==> config.mk <==
export PLATFORM = sky130hd
export DESIGN_NAME = alu_seq
export DESIGN_NICKNAME = d
export VERILOG_FILES = /design/src/rtl/alu_pkg.sv /design/src/rtl/sqrt_iter.sv /design/src/rtl/alu_seq.sv
export SDC_FILE = /design/constraint.sdc
export NUM_CORES = 1
export LEC_CHECK = 0
export ABC_AREA = 1
export CAP_MARGIN = 20
export CORE_UTILIZATION = 30
export CTS_BUF_LIST = sky130_fd_sc_hd__clkbuf_4 sky130_fd_sc_hd__clkbuf_8
export CTS_CLUSTER_SIZE = 10
export DETAILED_ROUTE_END_ITERATION = 16
export PLACE_DENSITY = 0.49
export SLEW_MARGIN = 20
export SYNTH_ARGS = -nofsm -noshare
export SYNTH_HDL_FRONTEND = slang
export SYNTH_HIERARCHICAL = 1
export SYNTH_SLANG_ARGS = --single-unit
==> constraint.sdc <==
create_clock -name clk_i -period 4.9 [get_ports clk_i]
set_input_delay 1.225 -clock clk_i [delete_from_list [all_inputs] [get_ports clk_i]]
set_output_delay 1.225 -clock clk_i [all_outputs]
set_load 0.02 [all_outputs]
==> src/rtl/alu_pkg.sv <==
// alu_pkg: shared definitions for the sequential ALU.
//   - one-hot opcode constants (OP_ADD, OP_SUB, OP_FLOG2, OP_SQRT)
//   - FSM state enum alu_state_e and the debug struct exposed by the top
//   - flog2(): priority encoder returning the index of the highest set bit
package alu_pkg;

    localparam logic [3:0] OP_ADD   = 4'b0001;
    localparam logic [3:0] OP_SUB   = 4'b0010;
    localparam logic [3:0] OP_FLOG2 = 4'b0100;
    localparam logic [3:0] OP_SQRT  = 4'b1000;

    typedef enum logic [1:0] {
        IDLE = 2'd0,
        BUSY = 2'd1,
        DONE = 2'd2
    } alu_state_e;

    // Observation struct: FSM state plus the sqrt engine activity flag.
    typedef struct packed {
        alu_state_e state;
        logic       sqrt_busy;
    } alu_dbg_t;

    // Widest operand the encoder handles; callers zero-extend into it.
    localparam int FLOG2_MAX_W = 64;

    // Index of the highest set bit among the low 'width' bits of v.
    // Returns 0 for v == 0; the caller flags that case separately.
    function automatic logic [6:0] flog2(input logic [FLOG2_MAX_W-1:0] v,
                                         input int width);
        logic [6:0] idx;
        idx = '0;
        for (int i = 0; i < FLOG2_MAX_W; i++) begin
            if (i < width && v[i]) idx = 7'(i);
        end
        return idx;
    endfunction

endpackage

==> src/rtl/sqrt_iter.sv <==
// sqrt_iter: restoring digit-by-digit integer square root, one root bit
// per clock.
//   clk_i, rst_i : clock, synchronous active-high reset
//   start_i      : load a_i; the first iteration is folded into the load edge
//   a_i          : radicand (WIDTH bits)
//   busy_o       : iterations still pending
//   done_o       : one-cycle pulse; root_o is final while it is high
//   root_o       : floor(sqrt(a)), WIDTH/2 bits, held until the next start
module sqrt_iter
    import alu_pkg::*;
#(
    parameter int WIDTH = 8
) (
    input  logic               clk_i,
    input  logic               rst_i,
    input  logic               start_i,
    input  logic [WIDTH-1:0]   a_i,
    output logic               busy_o,
    output logic               done_o,
    output logic [WIDTH/2-1:0] root_o
);

    localparam int HW = WIDTH / 2;
    // Before each shift the remainder is below 2^HW, so HW+2 bits hold the
    // shifted value (rem*4 + next digit pair) without overflow.
    localparam int RW = HW + 2;
    localparam int CW = $clog2(HW + 1);

    logic [WIDTH-1:0] a_sh_q;
    logic [RW-1:0]    rem_q;
    logic [HW-1:0]    root_q;
    logic [CW-1:0]    cnt_q;
    logic             busy_q;
    logic             done_q;

    logic [WIDTH-1:0] src_a;
    logic [RW-1:0]    src_rem;
    logic [HW-1:0]    src_root;
    logic [RW-1:0]    shifted;
    logic [RW:0]      trial;
    logic             take;
    logic [RW-1:0]    next_rem;
    logic [HW-1:0]    next_root;
    logic [WIDTH-1:0] next_a;

    // One restoring step. On start the step runs on the fresh operand, so
    // the engine needs HW clock edges in total, the first being the load.
    always_comb begin
        src_a     = start_i ? a_i : a_sh_q;
        src_rem   = start_i ? '0  : rem_q;
        src_root  = start_i ? '0  : root_q;
        shifted   = {src_rem[RW-3:0], src_a[WIDTH-1 -: 2]};
        trial     = {1'b0, shifted} - {1'b0, src_root, 2'b01};
        take      = ~trial[RW];
        next_rem  = take ? trial[RW-1:0] : shifted;
        next_root = {src_root[HW-2:0], take};
        next_a    = {src_a[WIDTH-3:0], 2'b00};
    end

    always_ff @(posedge clk_i) begin
        if (rst_i) begin
            a_sh_q <= '0;
            rem_q  <= '0;
            root_q <= '0;
            cnt_q  <= '0;
            busy_q <= 1'b0;
            done_q <= 1'b0;
        end else begin
            done_q <= 1'b0;
            if (start_i) begin
                a_sh_q <= next_a;
                rem_q  <= next_rem;
                root_q <= next_root;
                cnt_q  <= CW'(1);
                busy_q <= 1'b1;
            end else if (busy_q) begin
                a_sh_q <= next_a;
                rem_q  <= next_rem;
                root_q <= next_root;
                cnt_q  <= cnt_q + CW'(1);
                if (cnt_q == CW'(HW - 1)) begin
                    busy_q <= 1'b0;
                    done_q <= 1'b1;
                end
            end
        end
    end

    assign busy_o = busy_q;
    assign done_o = done_q;
    assign root_o = root_q;

endmodule

==> src/rtl/alu_seq.sv <==
// alu_seq: handshaked ALU executing one operation at a time.
//   clk_i, rst_i       : clock, synchronous active-high reset
//   valid_i / ready_o  : request handshake (a_i, b_i, operation_i)
//   valid_o / ready_i  : result handshake (y_o, carry_o, err_o)
//   operation_i        : one-hot 0001 add, 0010 sub, 0100 flog2(a), 1000 sqrt(a)
//   dbg_o              : FSM state and sqrt engine activity
// WIDTH must be even, >= 4 and <= 64.
//
// Handshake: a transfer happens on a rising edge where valid and ready are
// both high. ready_o is high only in IDLE and valid_o only in DONE, both
// decoded from the state register alone; while valid_o is high the result
// outputs do not change. The cycle that completes a result transfer never
// also accepts a request, giving at best one result per two cycles.
module alu_seq
    import alu_pkg::*;
#(
    parameter int WIDTH = 8
) (
    input  logic             clk_i,
    input  logic             rst_i,
    input  logic             valid_i,
    output logic             ready_o,
    input  logic [WIDTH-1:0] a_i,
    input  logic [WIDTH-1:0] b_i,
    input  logic [3:0]       operation_i,
    output logic             valid_o,
    input  logic             ready_i,
    output logic [WIDTH-1:0] y_o,
    output logic             carry_o,
    output logic             err_o,
    output alu_dbg_t         dbg_o
);

    localparam int HW = WIDTH / 2;

    alu_state_e       state_q, state_d;
    logic [WIDTH-1:0] y_q;
    logic             carry_q;
    logic             err_q;

    logic [WIDTH:0]   sum_w;
    logic [WIDTH:0]   diff_w;
    logic [WIDTH-1:0] res_y;
    logic             res_c;
    logic             res_e;
    logic             accept;
    logic             is_sqrt;
    logic             sqrt_busy;
    logic             sqrt_done;
    logic [HW-1:0]    sqrt_root;

    assign accept  = (state_q == IDLE) && valid_i;
    assign is_sqrt = (operation_i == OP_SQRT);

    // Single-cycle datapath; sqrt is handled by the iterative engine.
    always_comb begin
        sum_w  = {1'b0, a_i} + {1'b0, b_i};
        diff_w = {1'b0, a_i} - {1'b0, b_i};
        res_y  = '0;
        res_c  = 1'b0;
        res_e  = 1'b0;
        case (operation_i)
            OP_ADD: begin
                res_y = sum_w[WIDTH-1:0];
                res_c = sum_w[WIDTH];
            end
            OP_SUB: begin
                res_y = diff_w[WIDTH-1:0];
                res_c = diff_w[WIDTH];
            end
            OP_FLOG2: begin
                res_y = WIDTH'(flog2(FLOG2_MAX_W'(a_i), WIDTH));
                res_e = (a_i == '0);
            end
            OP_SQRT: begin
                res_y = '0;
            end
            default: begin
                res_e = 1'b1;
            end
        endcase
    end

    sqrt_iter #(
        .WIDTH(WIDTH)
    ) u_sqrt (
        .clk_i  (clk_i),
        .rst_i  (rst_i),
        .start_i(accept && is_sqrt),
        .a_i    (a_i),
        .busy_o (sqrt_busy),
        .done_o (sqrt_done),
        .root_o (sqrt_root)
    );

    always_comb begin
        state_d = state_q;
        case (state_q)
            IDLE:    if (valid_i) state_d = is_sqrt ? BUSY : DONE;
            BUSY:    if (sqrt_done) state_d = DONE;
            DONE:    if (ready_i) state_d = IDLE;
            default: state_d = IDLE;
        endcase
    end

    always_ff @(posedge clk_i) begin
        if (rst_i) begin
            state_q <= IDLE;
            y_q     <= '0;
            carry_q <= 1'b0;
            err_q   <= 1'b0;
        end else begin
            state_q <= state_d;
            if (accept && !is_sqrt) begin
                y_q     <= res_y;
                carry_q <= res_c;
                err_q   <= res_e;
            end else if (state_q == BUSY && sqrt_done) begin
                y_q     <= {{(WIDTH-HW){1'b0}}, sqrt_root};
                carry_q <= 1'b0;
                err_q   <= 1'b0;
            end
        end
    end

    assign ready_o = (state_q == IDLE);
    assign valid_o = (state_q == DONE);
    assign y_o     = y_q;
    assign carry_o = carry_q;
    assign err_o   = err_q;
    assign dbg_o   = '{state: state_q, sqrt_busy: sqrt_busy};

endmodule

==> impl_metrics.json, run 1 <==
{
  "status": "finished clean",
  "grt_busiest_layer": "met2",
  "final-seq-area_sq_um": 621,
  "fin_crit_sh_pct": 75.2,
  "io_pins": 39,
  "dr.pass1.iters": 4,
  "die_area_sq_um": 8600,
  "dp.cells": 518,
  "wl_um": 6520,
  "grt_pass1_vias": 2345,
  "power_switching_w": 0.000212,
  "areaGrowthSynthToFinish_pct": 22.7,
  "skew_ns": 0.00586,
  "clock_latency_ns": 0.28,
  "die_w_um": 92.8,
  "syn_area_sq_um": 2470,
  "start_util_pct": 31.5,
  "worst_slew_pin_slew_ns": 0.818,
  "rsz0062_at_grt": "no",
  "core.rowCount": 32,
  "die_h_um": 92.8,
  "slew_headroom_pct": 45.3,
  "synth_area_leaders": "dfxtp_1, nand2_1, ha_1",
  "fin_crit_ns": 3.69,
  "drt_iter0_drc": 118,
  "intPower_w": 0.000498,
  "setup_tns_ns": 0,
  "path_class": "in -> reg",
  "grt.met3_usage_pct": 3.12,
  "ys_ff_latch": 31,
  "cts-resized-gates": 0,
  "clk_pin_slew_ns": 0.07,
  "gp_congestion": 0.817,
  "portBuffers": 38,
  "grt_pass1_wl_um": 10800,
  "avgSynthCellArea_sq_um": 6.35,
  "cts_hold_buf": 0,
  "core_area_sq_um": 7850,
  "multi_input_area_sq_um": 1530,
  "p_sw_share_pct": 29.8,
  "ir_drop_mv": 0.101,
  "synth_nets": 439,
  "power_density_nw_per_um2": 234,
  "p_leak_nw": 1.43,
  "yosys_warnings": 6,
  "routedWlPerCell_um": 12.4,
  "fillers": 869,
  "clock-sinks": 31,
  "antenna_found_initial": 0,
  "netlist_instances": 389,
  "cts-root-buf": "clkbuf_8",
  "grt_usage_pct": 15.7,
  "cts_buffers": 5,
  "finalSetupViolCount": 0,
  "final-hold-violation-count": 0,
  "via_per_inst": 4.67,
  "grt_use_met1_pct": 20.8,
  "power_frac_seq_pct": 37.3,
  "cts.htree.levels": 2,
  "synth_top_area_share_pct": 25.1,
  "synth.yosys.seq_area_share_pct": 25.1,
  "required_ns": 5.08,
  "endpoint_kind": "flop",
  "hold_class": "reg -> reg",
  "synth_cell_types": 37,
  "post-cts-setup-buffers": 0,
  "combPwrFrac_pct": 25.7,
  "crit_arrival_ns": 3.87,
  "met2_usage_pct": 26.0,
  "cts_tree": "yes",
  "grt_max_degree": 20,
  "ant_nets": 0,
  "drive_gt1_share_pct": 4.95,
  "fmax_mhz": 271,
  "antennaDiodeCount": 0,
  "dpl.hpwl_um": 5000,
  "vias": 2459,
  "stdcell_count": 526,
  "gr-total-overflow": 0,
  "critPathLaunchType": "input port",
  "cp_max_fo": 15,
  "cap_violations": 0,
  "cts.path.max_buffers": 2,
  "power_frac_clock_pct": 37.0,
  "drv_slew": 0,
  "nNetsFinal": 473,
  "drc": 0,
  "yosysTopAreaCell": "dfxtp_1"
}
## cell usage after synthesis (all sizes together)
cell and n:
nand4 6, clkbuf 2, nor3 3, or2 2, xnor2 1, nand2 108, a21oi 32, o211ai 3
buf 10, a22oi 2, nand3 42, nor2 26, o22ai 4, dfxtp 31, nor4 1, ha 24
o21bai 2, xor2 1, clkinv 2, fa 2, o21ai 15, nand3b 1, inv 63, a211oi 2
a31oi 1, or3 1, and2 2
## cells by family after synthesis
group,count (synthesis),share of synthesized area [%]
buffers and inverters,77,12.8
AND/OR/NAND/NOR,192,33.8
flip-flops,31,25.1
adder cells (fa/ha/maj),26,13.8
XOR/XNOR,2,0.709
AO/OA/AOI/OAI,61,13.8
## per-layer routing
metal / up-vias / routed length [um]
met1: 1091 / 3330
met2: 37 / 2890
met4: 0 / 48
li1: 1325 / -
met3: 6 / 258
met5: - / 0
## final cells by class
class | count | share of cell area [%]
Multi-Input combinational cell | 281 | 50.6
Sequential cell | 31 | 20.5
Timing Repair Buffer | 39 | 12.8
Inverter | 65 | 8.05
Tap cell | 102 | 4.21
Clock buffer | 6 | 2.72
Clock inverter | 2 | 1.16
## layout by cell type (no fill, tap or decap), drive strengths merged, types with 6 or more instances in the layout
| cell type | instances |
|---|---|
| a21oi | 32 |
| clkbuf | 6 |
| clkdlybuf4s50 | 38 |
| dfxtp | 31 |
| ha | 24 |
| inv | 63 |
| nand2 | 108 |
| nand3 | 42 |
| nand4 | 6 |
| nor2 | 26 |
| o21ai | 15 |
## worst max-delay path, stage by stage
cell             delay (ns)
clkdlybuf4s50_1        0.50
nor2_1                 0.13
nand3_1                0.13
nor3_1                 0.15
nand2_1                0.10
inv_1                  0.35
inv_2                  0.15
nand2_1                0.14
ha_1                   0.28
nand2_1                0.09
nand2_1                0.05
nand3_1                0.07
nand3_2                0.14
nand2_1                0.08
o21ai_0                0.07
o21ai_0                0.15
inv_1                  0.05
## through the flow
stage	setup WS, ns	total power [W]	cell area, sq um	utilization [%]	hold WS [ns]
2_1_floorplan	1.87	0.000390	2470	-	0.440
3_3_place_gp	0.973	0.000453	2910	37.1	0.452
3_5_place_dp	0.880	0.000453	2910	37.1	0.459
4_1_cts	1.18	0.000717	3030	38.6	0.469
5_1_grt	0.842	0.000752	3030	38.6	0.479
6_report	1.21	0.000710	3030	38.6	0.468
## sequential cells by signal, summed over array words and instances (netlist names)
signal,flops
carry_o,1
u_sqrt/rem_q,4
u_sqrt/a_sh_q,6
err_o,1
u_sqrt/cnt_q,3
state_q,2
u_sqrt/root_o,4
y_o,8
u_sqrt/busy_o,1
u_sqrt/done_o,1
## path summary, 6_finish.rpt
check | cells past startpoint | end | slack (ns) | start
setup reg to reg | 14 | u_sqrt/rem_q[1] | 2.53 | state_q[0]
hold reg to reg | 2 | u_sqrt/cnt_q[1] | 0.47 | u_sqrt/cnt_q[1]
hold / removal | 2 | u_sqrt/cnt_q[1] | 0.47 | u_sqrt/cnt_q[1]
setup / recovery | 17 | u_sqrt/rem_q[1] | 1.21 | operation_i[0]
## power by group through the flow
stage	logic, W	clock network, W	registers [W]
after floorplan	0.000115	0	0.000276
after global placement	0.000182	0	0.000270
after detailed placement	0.000182	0	0.000270
after CTS	0.000183	0.000269	0.000264
after global routing	0.000207	0.000280	0.000265
final	0.000183	0.000263	0.000264
Note: power is estimated with default switching activity, not from simulation.
==> run 2, diff against run 1 <==
- clock period: 4.9 -> 3.4 ns (I/O delays scaled with it)
==> run 2 against run 1 <==
Net effect: routed wire length decreased by 0.15%; non-clock buffer count increased by 4; sequential share of layout area shrank 0.20 points; worst hold slack worse by 0.0028 ns; critical path depth down 5; sequential power up 44%; die area unchanged; clock-buffer cell count did not move; utilization grew 0.38 points; highest routed layer unchanged.
==> impl_metrics.json, run 2 (same netlist as run 1, synthesis figures left out) <==
{
  "status": "finished clean",
  "cts.path.max_buffers": 2,
  "cts_tree": "yes",
  "die_h_um": 92.8,
  "clk_pin_slew_ns": 0.07,
  "ant_nets": 0,
  "cts_buffers": 5,
  "cts.htree.levels": 2,
  "dr.pass1.iters": 4,
  "final-hold-violation-count": 0,
  "path_class": "in -> reg",
  "mostFrequentLayoutCells": "nand2_1, inv_1, nand3_1",
  "fmax_mhz": 340,
  "antenna_found_initial": 0,
  "core_area_sq_um": 7850,
  "antennaDiodeCount": 0,
  "die_w_um": 92.8,
  "drive_gt1_share_pct": 5.84,
  "grt_pass1_vias": 2357,
  "wl_um": 6510,
  "rr_worst_depth": 9,
  "whs_path_depth": 2,
  "drv_slew": 0,
  "reg2reg_slack_ns": 1.25,
  "io_pins": 39,
  "worstReg2RegEnd": "u_sqrt/a_sh_q[6]",
  "gp_congestion": 0.810,
  "fin_crit_sh_pct": 86.6,
  "cts_hold_buf": 0,
  "hold_class": "reg -> reg",
  "nNetsFinal": 477,
  "gr-total-overflow": 0,
  "die_area_sq_um": 8600,
  "p_leak_nw": 1.45,
  "fin_crit_ns": 2.94,
  "worst_slew_pin_slew_ns": 0.805,
  "crit_arrival_ns": 3.18,
  "portBuffers": 38,
  "clock-sinks": 31,
  "dp.cells": 522,
  "stdcell_count": 530,
  "cap_violations": 0,
  "grt_usage_pct": 16.3,
  "via_per_inst": 4.71,
  "start_util_pct": 31.5,
  "drt_iter0_drc": 135,
  "ir_drop_mv": 0.149,
  "critPathLaunchType": "input port",
  "mostFrequentLayoutCell": "nand2_1",
  "routedWlPerCell_um": 12.3,
  "finalSetupViolCount": 0,
  "skew_ns": 0.00236,
  "core.rowCount": 32,
  "hold_start": "u_sqrt/cnt_q[1]",
  "grt_max_degree": 14,
  "required_ns": 3.63,
  "vias": 2494,
  "power_density_nw_per_um2": 335,
  "hold_path_end": "u_sqrt/cnt_q[1]",
  "slew_headroom_pct": 46.1,
  "grt_pass1_wl_um": 11200,
  "setup_tns_ns": 0,
  "areaGrowthSynthToFinish_pct": 23.9,
  "cts-resized-gates": 0,
  "r2r_start": "state_q[0]",
  "cp_max_fo": 13,
  "rsz0062_at_grt": "no",
  "drc": 0,
  "clock_latency_ns": 0.28,
  "largest_reg_flops": 8,
  "dpl.hpwl_um": 5320,
  "endpoint_kind": "flop",
  "cts-root-buf": "clkbuf_8",
  "post-cts-setup-buffers": 0
}
-- run 2: cell count changes in the layout (fill, tap and decap cells not counted) --
cell and change:
buf_4 +4
-- run 2: power by group --
part	switching [W]	internal [W]
logic	0.000158	0.000109
clock network	0.000139	0.000237
registers	0.00000668	0.000375
-- run 2: metrics by stage --
stage          cell area, sq um  worst slack [ns]  util [%]  power (W)  hold slack [ns]
2_1_floorplan              2470             0.742         -   0.000562            0.440
3_3_place_gp               2940             0.189      37.5   0.000657            0.460
3_5_place_dp               2940             0.150      37.5   0.000657            0.461
4_1_cts                    3060             0.439      39.0    0.00104            0.471
5_1_grt                    3060             0.106      39.0    0.00109            0.485
6_report                   3060             0.455      39.0    0.00102            0.465
-- run 2: worst max-delay path by stage --
stage / startpoint / slack (ns) / to / depth (start not counted)
2_1_floorplan: operation_i[1] / 0.74 / u_sqrt/rem_q[1] / 14
3_3_place_gp: operation_i[1] / 0.19 / u_sqrt/rem_q[1] / 15
3_5_place_dp: operation_i[1] / 0.15 / u_sqrt/rem_q[1] / 17
4_1_cts: operation_i[1] / 0.44 / u_sqrt/rem_q[1] / 17
5_1_grt: operation_i[1] / 0.11 / u_sqrt/rem_q[1] / 15
6_report: operation_i[2] / 0.46 / u_sqrt/a_sh_q[6] / 12
-- run 2: worst max-delay path, stage by stage --
cell and delay [ns]:
clkdlybuf4s50_1 0.50, inv_1 0.06, nand3_1 0.11, nor3_1 0.05
nand2_1 0.08, inv_1 0.10, buf_4 0.19, nor2_1 0.62
inv_1 0.26, o211ai_1 0.24, nand2_1 0.08, inv_1 0.05
-- run 2: final cells by class --
cell class	instances	area, sq um
fillers	885	4790
multi-input cells	281	1530
flip-flops and latches	31	621
repair buffers	43	418
inverters	65	244
well taps	102	128
clock buffers	6	82.6
clock inverters	2	35.0
-- run 2: metal layers --
metal	vias up	share of wire (%)	global-route usage (%)	wire length [um]
met3	2	3.8	2.96	249
met2	43	44	26.5	2890
li1	1329	-	-	-
met5	-	0	0	0
met4	0	0.14	2.44	9
met1	1120	52	22.7	3360
==> run 3, diff against run 2 <==
- CELL_PAD_IN_SITES_DETAIL_PLACEMENT: default -> 0
- CELL_PAD_IN_SITES_GLOBAL_PLACEMENT: default -> 1
- PLACE_DENSITY: 0.49 -> 0.65
- SETUP_SLACK_MARGIN: default -> 0.3
==> run 3 against run 2 <==
Net effect: sequential share of layout area down 0.29 points; via count down 0.64%; sequential cell count did not move.
==> impl_metrics.json, run 3 (same netlist as run 1, synthesis figures left out) <==
{
  "grt_usage_pct": 17.3,
  "dpl.hpwl_um": 5370,
  "intPower_w": 0.000723,
  "routedWlPerCell_um": 12.8,
  "core.rowCount": 32,
  "dr.pass1.iters": 4,
  "power_frac_seq_pct": 37.0,
  "portBuffers": 38,
  "vias": 2478,
  "start_util_pct": 31.5,
  "final-seq-area_sq_um": 621,
  "mostFrequentLayoutCell": "nand2_1",
  "endpoint_kind": "flop",
  "grt_max_degree": 14,
  "core_area_sq_um": 7850,
  "clock_latency_ns": 0.28,
  "drc": 0,
  "largest_reg_flops": 8,
  "gr-total-overflow": 0,
  "slew_headroom_pct": 54.0,
  "setup.worst_path.start": "operation_i[1]",
  "design_area_sq_um": 3110,
  "r2r_start": "state_q[0]",
  "antenna_found_initial": 0,
  "cts.htree.levels": 2,
  "drive_gt1_share_pct": 7.93,
  "status": "finished clean",
  "worstReg2RegEnd": "u_sqrt/rem_q[2]",
  "io_pins": 39,
  "drt_iter0_drc": 95,
  "reg2reg_slack_ns": 1.30,
  "fmax_mhz": 347,
  "post-cts-setup-buffers": 0,
  "die_area_sq_um": 8600,
  "skew_ns": 0.00790,
  "cp_max_fo": 8,
  "p_sw_share_pct": 30.0,
  "final_core_util_pct": 39.6,
  "cts_tree": "yes",
  "cts_hold_buf": 0,
  "die_w_um": 92.8,
  "clk_pin_slew_ns": 0.06,
  "power_frac_clock_pct": 36.5,
  "antennaDiodeCount": 0,
  "power_switching_w": 0.000310,
  "ant_nets": 0,
  "cts_buffers": 5,
  "fin_crit_sh_pct": 84.7,
  "fin_crit_ns": 2.88,
  "drv_slew": 0,
  "dpl_cell_area_sq_um": 2950,
  "nNetsFinal": 478,
  "crit_path_end": "u_sqrt/rem_q[2]",
  "power_density_nw_per_um2": 333,
  "gp_congestion": 0.839,
  "worst_slew_pin_slew_ns": 0.683,
  "hold_class": "reg -> reg",
  "combPwrFrac_pct": 26.5,
  "ir_drop_mv": 0.165,
  "multi_input_area_sq_um": 1570,
  "cts-root-buf": "clkbuf_8",
  "final-hold-violation-count": 0,
  "rsz0062_at_grt": "no",
  "rr_worst_depth": 15,
  "critPathLaunchType": "input port",
  "fillers": 876,
  "cts.path.max_buffers": 2,
  "clock-sinks": 31,
  "grt_pass1_vias": 2463,
  "stdcell_count": 531,
  "mostFrequentLayoutCells": "nand2_1, inv_1, nand3_1",
  "setup_tns_ns": 0,
  "grt_pass1_wl_um": 11800,
  "finalSetupViolCount": 0,
  "crit_arrival_ns": 3.06,
  "dp.cells": 523,
  "cap_violations": 0,
  "areaGrowthSynthToFinish_pct": 25.7,
  "required_ns": 3.58,
  "die_h_um": 92.8,
  "wl_um": 6800,
  "p_leak_nw": 1.47,
  "cts-resized-gates": 0,
  "path_class": "in -> reg",
  "via_per_inst": 4.67
}
[run 3: power by group through the flow]
stage / clock network, W / registers [W] / logic [W]
after floorplan: 0 / 0.000397 / 0.000165
after global placement: 0 / 0.000390 / 0.000271
after detailed placement: 0 / 0.000390 / 0.000270
after CTS: 0.000388 / 0.000381 / 0.000272
after global routing: 0.000406 / 0.000383 / 0.000314
final: 0.000378 / 0.000382 / 0.000274
[run 3: worst min-delay path by stage]
| stage | slack, ns | cells after the start | to | from |
|---|---|---|---|---|
| final | 0.47 | 2 | u_sqrt/a_sh_q[2] | u_sqrt/a_sh_q[2] |
| after global routing | 0.47 | 2 | u_sqrt/a_sh_q[3] | u_sqrt/a_sh_q[3] |
| after CTS | 0.47 | 2 | u_sqrt/a_sh_q[5] | u_sqrt/a_sh_q[3] |
| after detailed placement | 0.46 | 2 | u_sqrt/a_sh_q[5] | u_sqrt/a_sh_q[3] |
| after global placement | 0.45 | 2 | u_sqrt/a_sh_q[3] | u_sqrt/a_sh_q[3] |
| after floorplan | 0.44 | 2 | u_sqrt/a_sh_q[2] | u_sqrt/a_sh_q[2] |
[run 3: cell type report]
cell class | instances | area share (%)
Clock buffer | 6 | 2.66
Clock inverter | 2 | 1.13
Inverter | 65 | 7.93
Multi-Input combinational cell | 281 | 50.4
Sequential cell | 31 | 20.0
Tap cell | 102 | 4.11
Timing Repair Buffer | 44 | 13.8
[run 3: layer usage]
metal / routed length, um / track usage [%] / vias up
li1: - / - / 1329
met5: 0 / 0 / -
met1: 3610 / 24.7 / 1103
met2: 2910 / 27.3 / 42
met3: 240 / 2.79 / 4
met4: 44 / 3.33 / 0
[run 3: worst max-delay path: stages]
cell and delay, ns:
clkdlybuf4s50_1 0.51, nor2_2 0.06, nand3_2 0.09, nor3_2 0.05, nand2_2 0.11, inv_4 0.06, inv_2 0.14, nand2_1 0.11
ha_1 0.35, nand2_1 0.07, nor2_1 0.08, nand3_1 0.13, nand3_4 0.13, inv_1 0.08, nand2_1 0.06, o211ai_1 0.08
nand2_1 0.07, inv_1 0.03
[run 3: per-stage QoR]
step / hold WS (ns) / worst slack, ns / total power, W
5_1_grt: 0.473 / 0.298 / 0.00110
3_5_place_dp: 0.458 / 0.0760 / 0.000660
3_3_place_gp: 0.451 / 0.130 / 0.000660
4_1_cts: 0.468 / 0.376 / 0.00104
6_report: 0.465 / 0.519 / 0.00103
2_1_floorplan: 0.440 / 0.742 / 0.000562
